**config.mk**
```make
export PLATFORM = sky130hd
export DESIGN_NAME = axi_lite_master_param
export DESIGN_NICKNAME = d
export VERILOG_FILES = /design/src/rtl/axi_lite_master_param.sv
export SDC_FILE = /design/constraint.sdc
export NUM_CORES = 1
export LEC_CHECK = 0
export ABC_CLOCK_PERIOD_IN_PS = 3400
export BUFFER_PORTS_ARGS = -buffer_cell sky130_fd_sc_hd__buf_4
export CELL_PAD_IN_SITES_DETAIL_PLACEMENT = 0
export CELL_PAD_IN_SITES_GLOBAL_PLACEMENT = 1
export CORE_ASPECT_RATIO = 0.75
export CORE_MARGIN = 5
export CORE_UTILIZATION = 38
export CTS_BUF_LIST = sky130_fd_sc_hd__clkbuf_8
export DETAILED_ROUTE_END_ITERATION = 8
export PLACE_DENSITY_LB_ADDON = 0.1
export SLEW_MARGIN = 20
export SYNTH_ARGS = -nofsm -noshare
export SYNTH_HDL_FRONTEND = slang
export SYNTH_SLANG_ARGS = --single-unit
```
**constraint.sdc**
```tcl
create_clock -name clk -period 3.4 [get_ports clk]
set_clock_uncertainty 0.05 [all_clocks]
set_input_delay 0.17 -clock clk [delete_from_list [all_inputs] [get_ports clk]]
set_output_delay 0.17 -clock clk [all_outputs]
set_load 0.03 [all_outputs]
```
**src/rtl/axi_lite_master_param.sv**
```systemverilog
`default_nettype none
// ============================================================================
// Module : axi_lite_master_param
// Desc   : Single-beat AXI-lite master with independent write/read engines,
//          per-engine timeout and busy/done status.
// Rev    : 1.0  initial release
// ============================================================================
module axi_lite_master_param #(
    parameter int ADDR_W  = 8,
    parameter int DATA_W  = 32,
    parameter int STRB_W  = DATA_W / 8,
    parameter int TIMEOUT = 16
) (
    input  logic              clk,
    input  logic              reset,
    // write command / status
    input  logic              wr_en,
    input  logic [ADDR_W-1:0] wr_addr_in,
    input  logic [DATA_W-1:0] wdata_in,
    input  logic [STRB_W-1:0] wstrb_in,
    output logic              wr_busy,
    output logic              wr_done,
    output logic [1:0]        wr_resp_out,
    output logic              wr_timeout,
    // read command / status
    input  logic              rd_en,
    input  logic [ADDR_W-1:0] rd_addr_in,
    output logic              rd_busy,
    output logic              rd_done,
    output logic [DATA_W-1:0] rdata_out,
    output logic [1:0]        rd_resp_out,
    output logic              rd_timeout,
    // AXI-lite channels
    output logic              wa_valid,
    input  logic              wa_ready,
    output logic [ADDR_W-1:0] wa_addr,
    output logic              wd_valid,
    input  logic              wd_ready,
    output logic [DATA_W-1:0] wd_data,
    output logic [STRB_W-1:0] wd_strb,
    input  logic              b_valid,
    output logic              b_ready,
    input  logic [1:0]        b_response,
    output logic              ra_valid,
    input  logic              ra_ready,
    output logic [ADDR_W-1:0] ra_addr,
    input  logic              rd_valid,
    output logic              rd_ready,
    input  logic [DATA_W-1:0] rdata_in,
    input  logic [1:0]        rd_response
);
    localparam int               CNT_W      = (TIMEOUT > 1) ? $clog2(TIMEOUT) : 1;
    localparam logic [CNT_W-1:0] c_cnt_last = CNT_W'((TIMEOUT > 0) ? TIMEOUT - 1 : 0);
    localparam logic [1:0]       c_slverr   = 2'b10;

    typedef enum logic [1:0] {W_IDLE = 2'd0, W_REQ = 2'd1, W_RESP = 2'd2} wstate_t;
    typedef enum logic [1:0] {R_IDLE = 2'd0, R_ADDR = 2'd1, R_DATA = 2'd2} rstate_t;

    wstate_t           r_wstate, w_wstate_nxt;
    rstate_t           r_rstate, w_rstate_nxt;
    logic [CNT_W-1:0]  r_wcnt, w_wcnt_nxt, r_rcnt, w_rcnt_nxt;
    logic              w_wa_valid_nxt, w_wd_valid_nxt, w_b_ready_nxt;
    logic [ADDR_W-1:0] w_wa_addr_nxt, w_ra_addr_nxt;
    logic [DATA_W-1:0] w_wd_data_nxt, w_rdata_nxt;
    logic [STRB_W-1:0] w_wd_strb_nxt;
    logic [1:0]        w_wr_resp_nxt, w_rd_resp_nxt;
    logic              w_wr_done_nxt, w_wr_to_nxt, w_rd_done_nxt, w_rd_to_nxt;
    logic              w_ra_valid_nxt, w_rd_ready_nxt;
    logic              w_aw_ok, w_wd_ok, w_wexpire, w_rexpire;

    // A channel counts as finished once its valid has dropped or is handshaking now.
    assign w_aw_ok   = !wa_valid || wa_ready;
    assign w_wd_ok   = !wd_valid || wd_ready;
    assign w_wexpire = (TIMEOUT > 0) && (r_wcnt == c_cnt_last);
    assign w_rexpire = (TIMEOUT > 0) && (r_rcnt == c_cnt_last);
    assign wr_busy   = (r_wstate != W_IDLE);
    assign rd_busy   = (r_rstate != R_IDLE);

    always_comb begin
        w_wstate_nxt   = r_wstate;
        w_wcnt_nxt     = r_wcnt;
        w_wa_valid_nxt = wa_valid;
        w_wd_valid_nxt = wd_valid;
        w_b_ready_nxt  = b_ready;
        w_wa_addr_nxt  = wa_addr;
        w_wd_data_nxt  = wd_data;
        w_wd_strb_nxt  = wd_strb;
        w_wr_resp_nxt  = wr_resp_out;
        w_wr_done_nxt  = 1'b0;
        w_wr_to_nxt    = 1'b0;
        case (r_wstate)
            W_IDLE: begin
                if (wr_en) begin
                    w_wa_addr_nxt  = wr_addr_in;
                    w_wd_data_nxt  = wdata_in;
                    w_wd_strb_nxt  = wstrb_in;
                    w_wa_valid_nxt = 1'b1;
                    w_wd_valid_nxt = 1'b1;
                    w_wcnt_nxt     = '0;
                    w_wstate_nxt   = W_REQ;
                end
            end
            W_REQ: begin
                if (w_aw_ok && w_wd_ok) begin
                    w_wa_valid_nxt = 1'b0;
                    w_wd_valid_nxt = 1'b0;
                    w_b_ready_nxt  = 1'b1;
                    w_wcnt_nxt     = '0;
                    w_wstate_nxt   = W_RESP;
                end else if (w_wexpire) begin
                    w_wa_valid_nxt = 1'b0;
                    w_wd_valid_nxt = 1'b0;
                    w_wr_resp_nxt  = c_slverr;
                    w_wr_done_nxt  = 1'b1;
                    w_wr_to_nxt    = 1'b1;
                    w_wstate_nxt   = W_IDLE;
                end else begin
                    if (wa_valid && wa_ready) w_wa_valid_nxt = 1'b0;
                    if (wd_valid && wd_ready) w_wd_valid_nxt = 1'b0;
                    w_wcnt_nxt = r_wcnt + 1'b1;
                end
            end
            W_RESP: begin
                if (b_valid) begin
                    w_wr_resp_nxt = b_response;
                    w_b_ready_nxt = 1'b0;
                    w_wr_done_nxt = 1'b1;
                    w_wstate_nxt  = W_IDLE;
                end else if (w_wexpire) begin
                    w_wr_resp_nxt = c_slverr;
                    w_b_ready_nxt = 1'b0;
                    w_wr_done_nxt = 1'b1;
                    w_wr_to_nxt   = 1'b1;
                    w_wstate_nxt  = W_IDLE;
                end else begin
                    w_wcnt_nxt = r_wcnt + 1'b1;
                end
            end
            default: w_wstate_nxt = W_IDLE;
        endcase
    end

    always_comb begin
        w_rstate_nxt   = r_rstate;
        w_rcnt_nxt     = r_rcnt;
        w_ra_valid_nxt = ra_valid;
        w_rd_ready_nxt = rd_ready;
        w_ra_addr_nxt  = ra_addr;
        w_rdata_nxt    = rdata_out;
        w_rd_resp_nxt  = rd_resp_out;
        w_rd_done_nxt  = 1'b0;
        w_rd_to_nxt    = 1'b0;
        case (r_rstate)
            R_IDLE: begin
                if (rd_en) begin
                    w_ra_addr_nxt  = rd_addr_in;
                    w_ra_valid_nxt = 1'b1;
                    w_rcnt_nxt     = '0;
                    w_rstate_nxt   = R_ADDR;
                end
            end
            R_ADDR: begin
                if (ra_ready) begin
                    w_ra_valid_nxt = 1'b0;
                    w_rd_ready_nxt = 1'b1;
                    w_rcnt_nxt     = '0;
                    w_rstate_nxt   = R_DATA;
                end else if (w_rexpire) begin
                    w_ra_valid_nxt = 1'b0;
                    w_rd_resp_nxt  = c_slverr;
                    w_rd_done_nxt  = 1'b1;
                    w_rd_to_nxt    = 1'b1;
                    w_rstate_nxt   = R_IDLE;
                end else begin
                    w_rcnt_nxt = r_rcnt + 1'b1;
                end
            end
            R_DATA: begin
                if (rd_valid) begin
                    w_rdata_nxt    = rdata_in;
                    w_rd_resp_nxt  = rd_response;
                    w_rd_ready_nxt = 1'b0;
                    w_rd_done_nxt  = 1'b1;
                    w_rstate_nxt   = R_IDLE;
                end else if (w_rexpire) begin
                    w_rd_resp_nxt  = c_slverr;
                    w_rd_ready_nxt = 1'b0;
                    w_rd_done_nxt  = 1'b1;
                    w_rd_to_nxt    = 1'b1;
                    w_rstate_nxt   = R_IDLE;
                end else begin
                    w_rcnt_nxt = r_rcnt + 1'b1;
                end
            end
            default: w_rstate_nxt = R_IDLE;
        endcase
    end

    always_ff @(posedge clk or posedge reset) begin
        if (reset) begin
            r_wstate    <= W_IDLE;
            r_wcnt      <= '0;
            wa_valid    <= 1'b0;
            wd_valid    <= 1'b0;
            b_ready     <= 1'b0;
            wa_addr     <= '0;
            wd_data     <= '0;
            wd_strb     <= '0;
            wr_resp_out <= 2'b00;
            wr_done     <= 1'b0;
            wr_timeout  <= 1'b0;
            r_rstate    <= R_IDLE;
            r_rcnt      <= '0;
            ra_valid    <= 1'b0;
            rd_ready    <= 1'b0;
            ra_addr     <= '0;
            rdata_out   <= '0;
            rd_resp_out <= 2'b00;
            rd_done     <= 1'b0;
            rd_timeout  <= 1'b0;
        end else begin
            r_wstate    <= w_wstate_nxt;
            r_wcnt      <= w_wcnt_nxt;
            wa_valid    <= w_wa_valid_nxt;
            wd_valid    <= w_wd_valid_nxt;
            b_ready     <= w_b_ready_nxt;
            wa_addr     <= w_wa_addr_nxt;
            wd_data     <= w_wd_data_nxt;
            wd_strb     <= w_wd_strb_nxt;
            wr_resp_out <= w_wr_resp_nxt;
            wr_done     <= w_wr_done_nxt;
            wr_timeout  <= w_wr_to_nxt;
            r_rstate    <= w_rstate_nxt;
            r_rcnt      <= w_rcnt_nxt;
            ra_valid    <= w_ra_valid_nxt;
            rd_ready    <= w_rd_ready_nxt;
            ra_addr     <= w_ra_addr_nxt;
            rdata_out   <= w_rdata_nxt;
            rd_resp_out <= w_rd_resp_nxt;
            rd_done     <= w_rd_done_nxt;
            rd_timeout  <= w_rd_to_nxt;
        end
    end
endmodule
`default_nettype wire

```
==> out/results.tsv <==
metric	value	unit
FP Rows	34	
Post-route DRC	0	
CTS Sinks	109	
number of max-cap violations	0	
Setup CP Type	flip-flop to flip-flop	
Rel. slew slack	52.9	%
IO Pins	196	
Net Sw Frac	43.6	%
worst path cell trace	inv_1 > ha_1 > and2_2 > buf_4 > mux2_2	
Die H	105	um
# Post-CTS Setup Buffers	0	
Buf+Inv Stages, Crit Path	2	
Seq cells post-synth	109	
post-synthesis sequential area ratio	60.1	%
outcome	finished clean	
Primary FF master, synth	dfrtp_1	
fin crit share	64.1	%
crit path max fanout	21	
CTS H-tree lvls	3	
Worst Tran Pin Value	0.707	ns
critical path's largest stage delay	0.53	ns
proportion of layout cells with a drive suffix above 1	49.4	%
Synth-to-Final Area Change	60.0	%
# port buffers	195	
sw power	2900	uW
worst vdd ir	0.000463	V
# setup viols final	0	
Startpoint Class	flip-flop	
Syn. warnings	0	
Leakage	0.00340	uW
Final HPWL DP	8840	um
syn nets	435	
ANT nets after route	0	
vias in the first global route	3911	
Int Power	3750	uW
DRT iter0 DRCs	147	
routed len/inst	16.2	um
Syn Inst Count	328	
Setup TNS	0	ns
worst skew pair latency	0.37	ns
FMAX	459	MHz
worst-path cell with the longest stage delay	and2_2	
post-detailed-routing wire length	12700	um
delay-heaviest family, CP	simple AND/OR/NAND/NOR gates	
Reg power frac	33.5	%
Mean Syn Cell Area	13.8	um2
clock share of power	11.5	%
via/cell ratio	4.70	
gr usage total	17.8	%
RSZ-0062 raised after global routing	no	
max-slew violations	0	
Root Buffer Master	clkbuf_8	
TritonCTS buffer count	9	
global-route wire length before repair	20200	um
# diodes	0	
1st-pass router iterations	4	
CTS tree	built	
largest net degree at the start of global routing	59	
hold crit path type	input pin to flip-flop	
Max Buffers Root-to-Sink	2	
die width	136	um
Yosys cell types	43	
Final Hold Violating Endpoints	0	
Power Density	916	nW/um2
Arr. time, crit path	2.39	ns
Cell Area, Synth	4540	um2
initial core utilization	38.9	%
grt total ovfl	0	
FFs w/ async S/R, synth	100	%
fin nets	724	
Worst-path clk slew	0.10	ns
DR vias	3688	
Core ar.	11700	um2
Worst Setup End Kind	flip-flop	
non-filler instance count after layout	784	
Gate power share	55.0	%
initial antenna violation count	0	
die area	14300	um2
Worst EP required	3.61	ns
fill count	922	
Post-Place Cells	679	
number of synthesized flops with an enable pin	0	
routability cong.	0.795	
min Tclk post-route	2.18	ns
## layout by cell type (no fill, tap or decap), types with 3 or more instances in the layout
cell	n
mux2_2	85
dlygate4sd3_1	89
ha_1	10
inv_1	11
and3_1	3
buf_4	199
nor2_1	11
nand2_1	12
a21oi_1	11
nor2b_1	5
clkbuf_8	10
nand3_1	4
o21ai_0	14
inv_6	4
a211oi_1	3
dfrtp_1	109
nand2b_1	3
## what timing repair did
action | CTS | global route
hold endpoints to repair | 144 | 0
hold buffers | 89 | 0
resized for setup | 0 | 0
## power by group through the flow
stage	logic, uW	registers, uW	clock network [uW]
6_report	3650	2230	767
5_1_grt	3860	2310	847
4_1_cts	3670	2220	797
3_5_place_dp	3580	2250	0
3_3_place_gp	3550	2230	0
2_1_floorplan	1130	3340	0
## kinds of logic after synthesis
| group | synth area share, % |
|---|---|
| simple gates | 6.12 |
| flops | 60.1 |
| mux | 21.3 |
| fa+ha+maj | 2.76 |
| compound gates | 7.36 |
| buf+inv | 2.37 |
## worst register-to-register path: stages, from the launching register on
cell and delay [ns]:
dfrtp_1 0.43, inv_1 0.10, ha_1 0.24, and2_2 0.53
buf_4 0.35, mux2_2 0.37
## metrics by stage
stage	worst slack [ns]	total power, uW	cell area [um2]	util, %	hold WS (ns)
2_1_floorplan	0.306	4470	4540	-	0.259
3_3_place_gp	1.29	5780	6180	53.0	0.297
3_5_place_dp	1.22	5830	6180	53.0	0.307
4_1_cts	1.21	6690	7260	62.3	0.0189
5_1_grt	1.09	7010	7260	62.3	0.0256
6_report	1.22	6650	7260	62.3	0.0396
## sequential cells by signal, summed over array words and instances, names as in the netlist, 2 cells and up
signal	count
wa_addr	8
r_rcnt	4
r_wstate	2
r_rstate	2
wd_data	32
wd_strb	4
ra_addr	8
wr_resp_out	2
r_wcnt	4
rd_resp_out	2
rdata_out	32
## Yosys cell counts, types with 4 or more instances
cell type	instances	area, um2
a21oi_1	11	55.1
buf_2	8	40.0
dfrtp_1	109	2730
ha_1	10	125
inv_1	12	45.0
mux2_2	85	957
nand2_1	13	48.8
nand3_1	4	20.0
nor2_1	11	41.3
nor2b_1	5	31.3
o21ai_0	14	70.1
## area by class of cell
cell class,instances,area (um2),share of cell area (%)
flip-flops and latches,109,2730,37.6
repair buffers,288,2380,32.8
multi-input cells,197,1710,23.5
well taps,162,203,2.79
clock buffers,10,138,1.90
clock inverters,6,52.6,0.724
inverters,12,47.5,0.655
## routing by layer
layer | GRT usage (%) | vias up | share of wire, %
met1 | 22.5 | 1791 | 44
met3 | 5.81 | 15 | 7.4
met4 | 5.04 | 0 | 1.6
met2 | 29.5 | 134 | 47
li1 | - | 1748 | -
met5 | 0 | - | 0
## worst paths after layout
check / startpoint / endpoint / slack [ns] / cells past startpoint
max reg2reg: r_rstate[0]$_DFFE_PP0P_ / rdata_out[30]$_DFFE_PP0P_ / 1.22 / 5
min: ra_ready / r_rstate[1]$_DFFE_PP0P_ / 0.04 / 2
max in group asynchronous: reset / ra_addr[3]$_DFFE_PP0P_ / 2.01 / 4
max: r_rstate[0]$_DFFE_PP0P_ / rdata_out[30]$_DFFE_PP0P_ / 1.22 / 5
min in group asynchronous: reset / rdata_out[11]$_DFFE_PP0P_ / 0.42 / 3
min reg2reg: b_ready$_DFFE_PP0P_ / b_ready$_DFFE_PP0P_ / 0.45 / 1
Note: power is estimated with default switching activity, not from simulation.
